--- src/rtl/tt_um_kavya_fifo_if.sv ---
// FIFO request/data bundle shared by producer, consumer and observers.
// Latency: none (wires only).
// Backpressure: full/empty flags; requests against them are dropped by the FIFO.
interface tt_um_kavya_fifo_if #(
    parameter int WIDTH = 4
);
    logic             wr_rq;
    logic             rd_rq;
    logic [WIDTH-1:0] wdata;
    logic [WIDTH-1:0] rdata;
    logic             full;
    logic             empty;
    logic             w_clk;
    logic             r_clk;

    // Producer/consumer side: drives requests, observes flags and clocks
    modport master (
        output wr_rq, rd_rq, wdata,
        input  rdata, full, empty, w_clk, r_clk
    );

    // FIFO side
    modport slave (
        input  wr_rq, rd_rq, wdata,
        output rdata, full, empty, w_clk, r_clk
    );
endinterface

--- src/rtl/tt_um_kavya_fifo.sv ---
// Single-clock circular FIFO with internal write (clk/2) and read (clk/4) tick divider.
// Latency: write stored at its tick edge; rdata registered at the read-tick edge.
// Backpressure: write while full and read while empty are silently dropped.
module tt_um_kavya_fifo #(
    parameter int WIDTH = 4,
    parameter int DEPTH = 8
) (
    input  logic                 clk_in,
    input  logic                 reset,
    tt_um_kavya_fifo_if.slave    bus
);
    localparam int AW = $clog2(DEPTH);
    localparam logic [AW:0] PTR_ONE = 1;

    logic [1:0]       cnt_q, cnt_d;
    logic [AW:0]      wptr_q, wptr_d;
    logic [AW:0]      rptr_q, rptr_d;
    logic [WIDTH-1:0] rdata_q, rdata_d;
    logic [WIDTH-1:0] mem_q [DEPTH];
    logic [WIDTH-1:0] mem_d [DEPTH];

    logic w_tick;
    logic r_tick;
    logic full;
    logic empty;
    logic do_wr;
    logic do_rd;

    // Ticks and flags all derive from pre-edge registered state, so a write and a
    // read landing on the same edge would each see the same full/empty view.
    always_comb begin
        w_tick = ~cnt_q[0];
        r_tick = (cnt_q == 2'b01);
        empty  = (wptr_q == rptr_q);
        full   = (wptr_q[AW-1:0] == rptr_q[AW-1:0]) && (wptr_q[AW] != rptr_q[AW]);
        do_wr  = w_tick && bus.wr_rq && !full;
        do_rd  = r_tick && bus.rd_rq && !empty;
    end

    // Next-state: divider, pointers, storage and read register
    always_comb begin
        cnt_d   = cnt_q + 2'd1;
        wptr_d  = wptr_q;
        rptr_d  = rptr_q;
        rdata_d = rdata_q;
        for (int i = 0; i < DEPTH; i++) begin
            mem_d[i] = mem_q[i];
        end
        if (do_wr) begin
            mem_d[wptr_q[AW-1:0]] = bus.wdata;
            wptr_d                = wptr_q + PTR_ONE;
        end
        if (do_rd) begin
            rdata_d = mem_q[rptr_q[AW-1:0]];
            rptr_d  = rptr_q + PTR_ONE;
        end
    end

    // State registers; synchronous reset wipes storage and overrides any tick
    always_ff @(posedge clk_in) begin
        if (reset) begin
            cnt_q   <= '0;
            wptr_q  <= '0;
            rptr_q  <= '0;
            rdata_q <= '0;
            for (int i = 0; i < DEPTH; i++) begin
                mem_q[i] <= '0;
            end
        end else begin
            cnt_q   <= cnt_d;
            wptr_q  <= wptr_d;
            rptr_q  <= rptr_d;
            rdata_q <= rdata_d;
            for (int i = 0; i < DEPTH; i++) begin
                mem_q[i] <= mem_d[i];
            end
        end
    end

    assign bus.rdata = rdata_q;
    assign bus.full  = full;
    assign bus.empty = empty;
    assign bus.w_clk = cnt_q[0];
    assign bus.r_clk = cnt_q[1];
endmodule

--- src/flat_wrapper.sv ---
// flat-port wrapper written by rule: the top's interface ports become plain ports
module tt_um_kavya_fifo_flat 
#(
    parameter int WIDTH = 4,
    parameter int DEPTH = 8
)
  (clk_in, reset, bus_wr_rq, bus_rd_rq, bus_wdata, bus_rdata, bus_full, bus_empty, bus_w_clk, bus_r_clk);
  tt_um_kavya_fifo_if #(.WIDTH(WIDTH)) bus_i ();
  input  logic clk_in;
  input  logic reset;
  input wire logic [$bits(bus_i.wr_rq)-1:0] bus_wr_rq;
  input wire logic [$bits(bus_i.rd_rq)-1:0] bus_rd_rq;
  input wire logic [$bits(bus_i.wdata)-1:0] bus_wdata;
  output wire logic [$bits(bus_i.rdata)-1:0] bus_rdata;
  output wire logic [$bits(bus_i.full)-1:0] bus_full;
  output wire logic [$bits(bus_i.empty)-1:0] bus_empty;
  output wire logic [$bits(bus_i.w_clk)-1:0] bus_w_clk;
  output wire logic [$bits(bus_i.r_clk)-1:0] bus_r_clk;
  assign bus_i.wr_rq = bus_wr_rq;
  assign bus_i.rd_rq = bus_rd_rq;
  assign bus_i.wdata = bus_wdata;
  assign bus_rdata = bus_i.rdata;
  assign bus_full = bus_i.full;
  assign bus_empty = bus_i.empty;
  assign bus_w_clk = bus_i.w_clk;
  assign bus_r_clk = bus_i.r_clk;
  tt_um_kavya_fifo #(.WIDTH(WIDTH), .DEPTH(DEPTH)) u_core (.clk_in(clk_in), .reset(reset), .bus(bus_i));
endmodule
--- config.mk ---
export PLATFORM = sky130hd
export DESIGN_NAME = tt_um_kavya_fifo_flat
export DESIGN_NICKNAME = d
export VERILOG_FILES = /design/src/rtl/tt_um_kavya_fifo_if.sv /design/src/rtl/tt_um_kavya_fifo.sv /design/src/flat_wrapper.sv
export SDC_FILE = /design/constraint.sdc
export NUM_CORES = 1
export LEC_CHECK = 0
export ABC_AREA = 1
export ABC_CLOCK_PERIOD_IN_PS = 1300
export CORE_UTILIZATION = 25
export CTS_CLUSTER_DIAMETER = 100
export DETAILED_ROUTE_END_ITERATION = 7
export PLACE_DENSITY = 0.46
export SLEW_MARGIN = 40
export SYNTH_ARGS = -nofsm -noshare
export SYNTH_HDL_FRONTEND = slang
export SYNTH_SLANG_ARGS = --single-unit
--- constraint.sdc ---
create_clock -name clk_in -period 1.3 [get_ports clk_in]
set_input_delay 0.26 -clock clk_in [delete_from_list [all_inputs] [get_ports clk_in]]
set_output_delay 0.26 -clock clk_in [all_outputs]
set_load 0.005 [all_outputs]
==> flow_metrics.py <==
metrics = {
    "synth": {
        "synth-edff-count": 0,
        "ys_top_cells_by_count": "nand2_1 (111), inv_1 (83), nor2_1 (47), dfxtp_1 (46), nand4_1 (32)",
        "yosysMostFrequentCell": "nand2_1",
        "ys_ff_latch": 46,
        "yosysSeqAreaShare_pct": 32.20,
        "synth_nets": 433,
        "netlist_top_cells_area": "dfxtp_1 (32%), nand2_1 (15%), inv_1 (11%)",
        "avgSynthCellArea_um2": 6.778,
        "synth_warnings": 0,
        "synth_top_flop_cell": "dfxtp_1",
        "synth_top_area_share_pct": 32.20,
        "synth_area_mm2": 0.002860,
        "yosys.cell_types.count": 27,
        "synth_top_area_cell": "dfxtp_1",
        "async_flop_share_pct": 0,
        "syn_inst": 422,
    },
    "global_route": {
        "grt_pass1_vias": 2538,
        "grt.overflow.total": 0,
        "grt_antenna_before_repair": 0,
        "grtUsageTotal_pct": 13.64,
        "grt_max_degree": 37,
        "grt_pass1_wl_um": 12430,
    },
    "sta": {
        "layout_min_cycle_time_ps": 1518,
        "tns_ps": -6555,
        "worst_slew_pin_slew_ps": 283.5,
        "grt_setup_unrepaired": "yes",
        "setup_violations": 46,
        "clock_skew_ps": 5.104,
        "hold_violations": 0,
        "relSlewSlack_pct": 81.00,
        "fmax_mhz": 658.7,
        "drv_slew": 0,
        "post-route-period-util_pct": 116.8,
        "fin_ws_ps": -218.2,
    },
    "worst_setup_path": {
        "crit_top_cell": "buf_6",
        "crit_path_start_kind": "flip-flop",
        "path_cells": "xnor2_4 -> buf_6 -> and2_4 -> nand2_4 -> inv_2 -> buf_6",
        "cp_num_cells": 6,
        "critPathRequiredTime_ps": 1040,
        "r2r-end": "u_core.wptr_q[1]",
        "crit_fanout": 2,
        "cpMaxStageDelayCell": "dfxtp_4",
        "crit_buf_inv": 3,
        "cp_top_family": "flip-flops",
        "reg2regPathDepth": 9,
        "critPathMaxStageDelay_ps": 360,
        "reg2reg_slack_ps": -190,
        "end_kind": "output pin",
        "arrival_ps": 1260,
        "reg2reg_from": "u_core.wptr_q[1]",
        "critPathKind": "reg -> out",
    },
    "route": {
        "vias_per_cell": 4.314,
        "drt_iter0_drc": 108,
        "drtAntennaViolNets": 0,
        "num_vias": 2662,
        "drt-total-wl_um": 7529,
        "m1WireLength_um": 3432,
        "drc": 0,
        "firstDrtPassIters": 4,
        "wl_met2_um": 3779,
        "dr_wl_met3_um": 195,
        "top_layer": "met4",
        "wl_per_cell_um": 12.20,
    },
    "floorplanning": {
        "ios": 16,
        "core-area_mm2": 0.01098,
        "die_area_mm2": 0.01187,
        "start_util_pct": 26.04,
        "die_w_um": 109.0,
        "rows": 38,
        "die_h_um": 109.0,
    },
    "layout": {
        "fillers": 1156,
        "area_delta_synth_final_pct": 42.48,
        "layout.nets": 487,
        "drive_gt1_share_pct": 37.95,
        "diodes": 0,
    },
    "worst_hold_path": {
        "hold_start": "u_core.mem_q[6][0]",
        "worstHoldEndpoint": "u_core.mem_q[6][0]",
        "hold_depth": 4,
        "hp-class": "reg -> reg",
    },
    "clocking": {
        "cts_made_buffers": 5,
        "postCtsHoldBufs": 0,
        "cts_tree": "done",
        "clockRootBuffer": "clkbuf_16",
        "cts_max_path_buffers": 2,
        "clk_pin_slew_ps": 70,
        "clkLatencyLatePin_ps": 290,
        "cts.htree.levels": 2,
        "cts_sinks": 46,
    },
    "pwr": {
        "power_mw": 3.935,
        "power_per_cell_area_mw_per_mm2": 965.6,
        "peakVddDrop_uv": 537.1,
        "p_leak_nw": 1.816,
    },
    "run": {
        "maxCapViolCount": 0,
    },
    "place": {
        "hpwlAfterDp_um": 4882,
        "gp_congestion": 0.7355,
        "port_buffers": 15,
        "place_worst_setup_slack_ps": -276.8,
    },
    "status": {
        "violations": "negative setup slack",
        "status": "finished, violations left",
    },
}
-- power breakdown --
group,internal [mW],switching [mW],leakage (nW),total [mW]
registers,1.45,0.0290,0.378,1.48
logic,0.334,0.400,1.34,0.734
clock network,1.16,0.564,0.0971,1.72
-- kinds of logic after synthesis --
| kind of cell | after synthesis | synth area share, % |
|---|---|---|
| DFF | 46 | 32.20 |
| and+or+nand+nor | 227 | 39.19 |
| buffers and inverters | 112 | 18.72 |
| xor gates and xnor gates | 5 | 2.187 |
| adders and majority gates | 3 | 1.312 |
| AOI/OAI and AO/OA | 29 | 6.387 |
-- worst max path at each step --
| stage | from | end | slack, ps |
|---|---|---|---|
| floorplan | u_core.wptr_q[0] | u_core.bus.rdata[0] | 4 |
| global placement | u_core.wptr_q[1] | bus_empty | -270 |
| detailed placement | u_core.wptr_q[1] | bus_empty | -280 |
| CTS | u_core.rptr_q[1] | bus_empty | -220 |
| global route | u_core.rptr_q[3] | bus_empty | -270 |
| finish | u_core.wptr_q[1] | bus_empty | -220 |
-- metrics by stage --
step,instances,cell area (µm²),utilization [%],hold WS (ps)
6_report,617,4075,37.10,501.1
2_1_floorplan,422,2860,-,443.4
3_3_place_gp,596,3403,30.99,483.9
4_1_cts,616,3915,35.65,510.3
3_5_place_dp,596,3403,30.99,493.3
5_1_grt,617,4075,37.10,542.0
-- tightest hold or removal path, delay by kind of cell (launching register included) --
family,cells,cell delay [ps]
buffers and inverters,2,90
flip-flops,1,310
AND/OR/NAND/NOR,2,70
-- cell type report --
type                    instances  area (µm²)  share of cell area [%]
multi-input cells             265        1629                   39.98
inverters                      88       335.3                   8.228
well taps                     140       175.2                   4.298
flip-flops and latches         46       942.2                   23.12
repair buffers                 70       794.5                   19.50
clock buffers                   6       138.9                   3.408
clock inverters                 2       60.06                   1.474
-- state kept, by name, indices dropped and copies added (netlist names) --
name,flops
u_core.mem_q,32
u_core.bus.rdata,4
u_core.rptr_q,4
u_core.wptr_q,4
u_core.cnt_q,2
-- routing by layer --
| metal | GRT usage, % | vias to the layer above |
|---|---|---|
| li1 | - | 1406 |
| met1 | 17.05 | 1208 |
| met2 | 23.58 | 37 |
| met3 | 2.271 | 11 |
| met4 | 4.537 | 0 |
| met5 | 0 | - |
-- cells in the final DEF, fill, tap and decap left out, types with 3 or more instances in the layout --
cell type,n
a21oi_1,4
a21oi_2,6
buf_12,13
buf_4,33
buf_6,7
clkbuf_16,5
clkdlybuf4s50_1,7
dfxtp_1,37
dfxtp_2,5
dfxtp_4,4
dlygate4sd2_1,6
ha_1,3
inv_1,56
inv_2,30
nand2_1,81
nand2_2,37
nand2_4,3
nand2_8,3
nand3_1,8
nand3_4,8
nand4_1,32
nor2_1,40
nor2_2,5
nor3_2,6
o211ai_1,12
o21ai_0,5
xor2_1,4
-- what timing repair did --
item / CTS / global route
pin swaps: 10 / 27
gates resized for setup: 61 / 77
endpoints found under the hold margin: 0 / 0
cloned: 5 / 0
buffers inserted: 7 / 3
setup endpoints to repair: 52 / 46
Power figures use the tool's default switching activity.
